**src/rtl/cpu_run_pkg.sv**
```systemverilog
// rtl/cpu_run_pkg.sv - run-state encoding and opcode constants for cpu_run_ctrl
package cpu_run_pkg;

    typedef enum logic [1:0] {
        ST_IDLE    = 2'd0,
        ST_RUN     = 2'd1,
        ST_HALTED  = 2'd2,
        ST_TIMEOUT = 2'd3
    } run_state_t;

    localparam logic [31:0] HALT_INSN_DEF = 32'hFFFF_FFFF;
    localparam logic [31:0] NOP_INSN      = 32'h0000_0013;

endpackage

```
**src/rtl/cpu_run_ctrl_if.sv**
```systemverilog
// rtl/cpu_run_ctrl_if.sv - core-side retire/fetch bus and execution enable
interface cpu_run_ctrl_if #(
    parameter int XLEN = 64,
    parameter int ILEN = 32
);
    logic [XLEN-1:0] pc_addr;
    logic [ILEN-1:0] instruction;
    logic            insn_valid;
    logic            branch_taken;
    logic            core_en;

    modport master (
        output pc_addr, instruction, insn_valid, branch_taken,
        input  core_en
    );

    modport slave (
        input  pc_addr, instruction, insn_valid, branch_taken,
        output core_en
    );
endinterface

```
**src/rtl/run_trace_buf.sv**
```systemverilog
// rtl/run_trace_buf.sv - circular buffer of taken-branch PCs, index 0 reads the newest entry
module run_trace_buf #(
    parameter int DEPTH = 8,
    parameter int XLEN  = 64,
    localparam int IDX_W = $clog2(DEPTH)
) (
    input  logic             clk,
    input  logic             rst,
    input  logic             clear,
    input  logic             push,
    input  logic [XLEN-1:0]  push_pc,
    input  logic [IDX_W-1:0] rd_idx,
    output logic [XLEN-1:0]  rd_pc,
    output logic [IDX_W:0]   count
);
    logic [XLEN-1:0]  mem [DEPTH];
    logic [IDX_W-1:0] wr_ptr;
    logic [IDX_W-1:0] rd_ptr;

    always_ff @(posedge clk or posedge rst) begin
        if (rst) begin
            wr_ptr <= '0;
            count  <= '0;
            for (int i = 0; i < DEPTH; i++) mem[i] <= '0;
        end else if (clear) begin
            wr_ptr <= '0;
            count  <= '0;
        end else if (push) begin
            mem[wr_ptr] <= push_pc;
            wr_ptr      <= wr_ptr + IDX_W'(1);
            if (count != (IDX_W+1)'(DEPTH)) count <= count + (IDX_W+1)'(1);
        end
    end

    // Power-of-two depth lets the pointer arithmetic wrap for free.
    assign rd_ptr = wr_ptr - IDX_W'(1) - rd_idx;
    assign rd_pc  = ({1'b0, rd_idx} < count) ? mem[rd_ptr] : '0;

endmodule

```
**src/rtl/cpu_run_ctrl.sv**
```systemverilog
// rtl/cpu_run_ctrl.sv - start/halt/timeout run control with cycle, retire and branch counters
// Optional branch-PC trace is built when CPU_RUN_CTRL_TRACE_EN is defined.
module cpu_run_ctrl
    import cpu_run_pkg::*;
#(
    parameter int XLEN  = 64,
    parameter int ILEN  = 32,
    parameter int CNT_W = 32,
    parameter logic [ILEN-1:0] HALT_INSN = ILEN'(HALT_INSN_DEF)
`ifdef CPU_RUN_CTRL_TRACE_EN
    ,
    parameter int TRACE_DEPTH = 8
`endif
) (
    input  logic                clk,
    input  logic                rst,
    cpu_run_ctrl_if.slave       bus,
    input  logic                start,
    input  logic [CNT_W-1:0]    max_cycles,
    output logic [1:0]          run_state,
    output logic                done,
    output logic [CNT_W-1:0]    cycle_cnt,
    output logic [CNT_W-1:0]    insn_cnt,
    output logic [CNT_W-1:0]    branch_cnt,
    output logic [XLEN-1:0]     halt_pc
`ifdef CPU_RUN_CTRL_TRACE_EN
    ,
    input  logic [$clog2(TRACE_DEPTH)-1:0] trace_idx,
    output logic [XLEN-1:0]                trace_pc,
    output logic [$clog2(TRACE_DEPTH):0]   trace_count
`endif
);
    run_state_t       state_q, state_d;
    logic             clear, count_en, halt_hit, retire;
    logic [CNT_W-1:0] cycle_inc;

    function automatic logic [CNT_W-1:0] sat_inc(input logic [CNT_W-1:0] v);
        return (&v) ? v : v + CNT_W'(1);
    endfunction

    assign cycle_inc = sat_inc(cycle_cnt);

    always_comb begin
        state_d  = state_q;
        clear    = 1'b0;
        count_en = 1'b0;
        halt_hit = 1'b0;
        retire   = 1'b0;
        case (state_q)
            ST_RUN: begin
                count_en = 1'b1;
                halt_hit = bus.insn_valid && (bus.instruction == HALT_INSN);
                retire   = bus.insn_valid && !halt_hit;
                // HALT takes priority over a timeout landing on the same cycle.
                if (halt_hit)
                    state_d = ST_HALTED;
                else if ((max_cycles != '0) && (cycle_inc == max_cycles))
                    state_d = ST_TIMEOUT;
            end
            default: begin
                if (start) begin
                    state_d = ST_RUN;
                    clear   = 1'b1;
                end
            end
        endcase
    end

    always_ff @(posedge clk or posedge rst) begin
        if (rst) begin
            state_q     <= ST_IDLE;
            bus.core_en <= 1'b0;
            done        <= 1'b0;
        end else begin
            state_q     <= state_d;
            bus.core_en <= (state_d == ST_RUN);
            done        <= (state_d == ST_HALTED) || (state_d == ST_TIMEOUT);
        end
    end

    always_ff @(posedge clk or posedge rst) begin
        if (rst) begin
            cycle_cnt  <= '0;
            insn_cnt   <= '0;
            branch_cnt <= '0;
            halt_pc    <= '0;
        end else if (clear) begin
            cycle_cnt  <= '0;
            insn_cnt   <= '0;
            branch_cnt <= '0;
            halt_pc    <= '0;
        end else if (count_en) begin
            cycle_cnt <= cycle_inc;
            if (halt_hit) halt_pc <= bus.pc_addr;
            if (retire) begin
                insn_cnt <= sat_inc(insn_cnt);
                if (bus.branch_taken) branch_cnt <= sat_inc(branch_cnt);
            end
        end
    end

    assign run_state = state_q;

`ifdef CPU_RUN_CTRL_TRACE_EN
    run_trace_buf #(
        .DEPTH (TRACE_DEPTH),
        .XLEN  (XLEN)
    ) u_trace (
        .clk     (clk),
        .rst     (rst),
        .clear   (clear),
        .push    (retire && bus.branch_taken),
        .push_pc (bus.pc_addr),
        .rd_idx  (trace_idx),
        .rd_pc   (trace_pc),
        .count   (trace_count)
    );
`endif

endmodule

```
**src/flat_wrapper.sv**
```systemverilog
// flat-port wrapper written by rule: the top's interface ports become plain ports
module cpu_run_ctrl_flat import cpu_run_pkg::*;
#(
    parameter int XLEN  = 64,
    parameter int ILEN  = 32,
    parameter int CNT_W = 32,
    parameter logic [ILEN-1:0] HALT_INSN = ILEN'(HALT_INSN_DEF)

)
  (clk, rst, start, max_cycles, run_state, done, cycle_cnt, insn_cnt, branch_cnt, halt_pc, bus_pc_addr, bus_instruction, bus_insn_valid, bus_branch_taken, bus_core_en);
  cpu_run_ctrl_if #(.XLEN(XLEN), .ILEN(ILEN)) bus_i ();
  input  logic clk;
  input  logic rst;
  input  logic start;
  input  logic [CNT_W-1:0] max_cycles;
  output logic [1:0] run_state;
  output logic done;
  output logic [CNT_W-1:0] cycle_cnt;
  output logic [CNT_W-1:0] insn_cnt;
  output logic [CNT_W-1:0] branch_cnt;
  output logic [XLEN-1:0] halt_pc;
  input wire logic [$bits(bus_i.pc_addr)-1:0] bus_pc_addr;
  input wire logic [$bits(bus_i.instruction)-1:0] bus_instruction;
  input wire logic [$bits(bus_i.insn_valid)-1:0] bus_insn_valid;
  input wire logic [$bits(bus_i.branch_taken)-1:0] bus_branch_taken;
  output wire logic [$bits(bus_i.core_en)-1:0] bus_core_en;
  assign bus_i.pc_addr = bus_pc_addr;
  assign bus_i.instruction = bus_instruction;
  assign bus_i.insn_valid = bus_insn_valid;
  assign bus_i.branch_taken = bus_branch_taken;
  assign bus_core_en = bus_i.core_en;
  cpu_run_ctrl #(.XLEN(XLEN), .ILEN(ILEN), .CNT_W(CNT_W), .HALT_INSN(HALT_INSN)) u_core (.clk(clk), .rst(rst), .bus(bus_i), .start(start), .max_cycles(max_cycles), .run_state(run_state), .done(done), .cycle_cnt(cycle_cnt), .insn_cnt(insn_cnt), .branch_cnt(branch_cnt), .halt_pc(halt_pc));
endmodule
```
**config.mk**
```make
export PLATFORM = sky130hd
export DESIGN_NAME = cpu_run_ctrl_flat
export DESIGN_NICKNAME = d
export VERILOG_FILES = /design/src/rtl/cpu_run_pkg.sv /design/src/rtl/cpu_run_ctrl_if.sv /design/src/rtl/run_trace_buf.sv /design/src/rtl/cpu_run_ctrl.sv /design/src/flat_wrapper.sv
export SDC_FILE = /design/constraint.sdc
export NUM_CORES = 1
export LEC_CHECK = 0
export CORE_ASPECT_RATIO = 0.6
export CORE_UTILIZATION = 42
export DETAILED_ROUTE_END_ITERATION = 8
export PLACE_DENSITY = 0.78
export SYNTH_ARGS = -nofsm -noshare
export SYNTH_HDL_FRONTEND = slang
export SYNTH_SLANG_ARGS = --single-unit
```
**constraint.sdc**
```tcl
create_clock -name clk -period 4.7 [get_ports clk]
set_input_delay 0.705 -clock clk [delete_from_list [all_inputs] [get_ports clk]]
set_output_delay 0.705 -clock clk [all_outputs]
set_load 0.02 [all_outputs]
```
==> flow_summary.toml <==
[critical_path]
critical_path_class = "flip-flop to flip-flop"
slowest_stage = "nor3_1"
reg2reg_slack_ps = 1240
cp.arrival_ps = 3720
reg2regPathDepth = 8
cp_cell_sequence = "nand4_1 -> nor3_1 -> nand2_1 -> nor4_1 -> o22ai_1 -> nor4_2 -> nand4_1 -> nor3b_2"
critPathMostFrequentCell = "nand4_1"
timing.rr.end = "u_core.bus.core_en"
cp.required_ps = 4970
reg2reg_from = "u_core.cycle_cnt[16]"
cp-end-kind = "flip-flop"
start_kind = "flip-flop"
slowest_delay_ps = 750
path_max_fanout = 11

[finish]
layout.nets = 1454
mostFrequentLayoutCell = "clkdlybuf4s50_1"
multiInputGateArea_um2 = 4640
post_layout_nonfiller_instances = 1610
layout_common_cells = "296 x clkdlybuf4s50_1, 207 x nand2_1, 163 x dfrtp_1"
regArea_um2 = 4080
postLayoutCellArea_um2 = 12800
drive_gt1_share_pct = 4.51
diodes = 0
areaGrowthSynthToFinish_pct = 40.3
n_fill_cell = 1830
fin_util_pct = 60.4

[sta]
drv_slew = 0
clock.fmax_mhz = 289
layout_setup_ws_ps = 1240
layout_min_cycle_time_ps = 3460
min_period_over_period_pct = 73.5
setup-violations-final = 0
final_hold_viol_count = 0
hold_ws_ps = 518
maxSlewHeadroom_pct = 23.5
tns_ps = 0
fin_worst_skew_ps = 9.87
grt_setup_unrepaired = "no"
worst_slew_pin_slew_ps = 1140

[cts]
clock_path_buffers = 2
post_cts_buffers = 0
root_buffer = "clkbuf_16"
holdBufCountCts = 0
cts_sinks = 163
clk_latency_ps = 430
cts.htree.levels = 4
cts_tree = "yes"
cts_resized = 0
clk_pin_slew_ps = 60
cts_inserted_buffers = 17

[floorplan]
start_util_pct = 43.0
die_h_um = 116
ios = 297
dieWidth_um = 192
core-area_um2 = 21100
rows = 41
die_area_um2 = 22300

[synth]
ys_seq_area_share_pct = 44.8
ys_types = 66
syn_avg_cell_area_um2 = 8.59
syn_nets = 1195
syn_inst = 1059
synth-seq-cells = 163
synth_edf_count = 0
synthFlopType = "dfrtp_1"
ys_warn_count = 0
netlist_area_um2 = 9100
synthArstFlopShare_pct = 100

[status]
status = "completed"

[route]
num_vias = 8997
drt_wl_total_mm = 29.6
wl_per_cell_um = 18.4
drtIter0Drc = 910
routed_via_density = 5.59
ant_nets = 0
drc = 0
drtPass1Iterations = 5

[global_routing]
antenna_found_initial = 0
grt_overflow = 0
track_usage_pct = 26.9
grt_max_degree = 164
grt_pass1_vias = 8343
grt_pass1_wl_mm = 45.9

[pwr]
swShare_pct = 32.2
finalPower_mw = 4.10
intPower_mw = 2.78
p_seq_share_pct = 42.5
power_leakage_nw = 5.07
p_comb_share_pct = 23.7
pwr-share-clk_pct = 33.7
vdd_drop_max_uv = 258
netSwitchingPower_mw = 1.32
power_density_nw_per_um2 = 321

[run]
cap_violations = 0

[min_path]
whs_path_depth = 1
hold_end = "u_core.insn_cnt[31]"
min_from = "u_core.insn_cnt[31]"
hold_class = "flip-flop to flip-flop"

[place]
hpwl_mm = 21.9
dpl_worst_slack_ps = 1330
gp_congestion = 1.02
placed_area_um2 = 12200
dp.cells = 1578
io_buffer_count = 296
[critical path: cells and delay by family (launching register included)]
kind               cells  cell delay (ps)
and+or+nand+nor        7             2610
DFF                    1              530
AOI/OAI and AO/OA      1              140
[cell type report]
| type | instances | area share [%] |
|---|---|---|
| Multi-Input combinational cell | 816 | 36.4 |
| Sequential cell | 163 | 32.0 |
| Timing Repair Buffer | 307 | 24.0 |
| Clock buffer | 22 | 3.56 |
| Tap cell | 279 | 2.74 |
| Clock inverter | 10 | 0.980 |
| Inverter | 13 | 0.412 |
[cells by family after synthesis]
family | synth area share, %
adder cells (fa/ha/maj) | 0.413
XOR/XNOR | 8.86
buffers and inverters | 4.32
AND/OR/NAND/NOR | 27.2
flip-flops | 44.8
AO/OA/AOI/OAI | 13.7
multiplexers | 0.688
[layer usage]
metal  wire [µm]  track usage (%)  up-vias
met5           0                0        -
met4         353             6.35        0
met3        3550             10.8       29
met2       12400             38.5      427
met1       13200             37.8     4292
li1            -                -     4249
[synthesized netlist by cell type (13+ instances only)]
cell	number	area share (%)
and4_1	19	1.8
or3_1	13	0.89
nor4_1	17	1.2
xnor2_1	45	4.3
o31ai_1	13	1.1
nand4_1	40	2.8
nand2_1	208	8.6
and3_1	20	1.4
xor2_1	47	4.5
nor3_1	14	0.77
a21oi_1	38	2.1
o21ai_0	118	6.5
nand3_1	44	2.4
clkbuf_1	46	1.9
inv_1	13	0.54
dfrtp_1	163	45
nor2_1	86	3.5
[power groups by stage]
stage	clock, mW	sequential, mW	combinational, mW
floorplan	0	1.78	0.495
global placement	0	1.75	0.955
detailed placement	0	1.76	0.960
CTS	1.42	1.73	0.965
global route	1.48	1.76	1.06
finish	1.38	1.74	0.974
[how the worst max path moves through the flow]
stage	cells after the start	from	slack, ps	to
floorplan	11	u_core.cycle_cnt[1]	1840	u_core.bus.core_en
global placement	8	bus_insn_valid	1350	u_core.branch_cnt[23]
detailed placement	8	bus_insn_valid	1330	u_core.branch_cnt[23]
CTS	8	u_core.cycle_cnt[16]	1340	u_core.bus.core_en
global route	8	u_core.cycle_cnt[16]	960	u_core.bus.core_en
finish	8	u_core.cycle_cnt[16]	1240	u_core.bus.core_en
[flip-flops by register name (all words and copies together) (netlist names)]
name / flops
u_core.branch_cnt: 32
u_core.bus.core_en: 1
u_core.cycle_cnt: 32
u_core.done: 1
u_core.halt_pc: 64
u_core.insn_cnt: 32
u_core.run_state: 1
No activity file was read; power rests on OpenSTA's default activity.
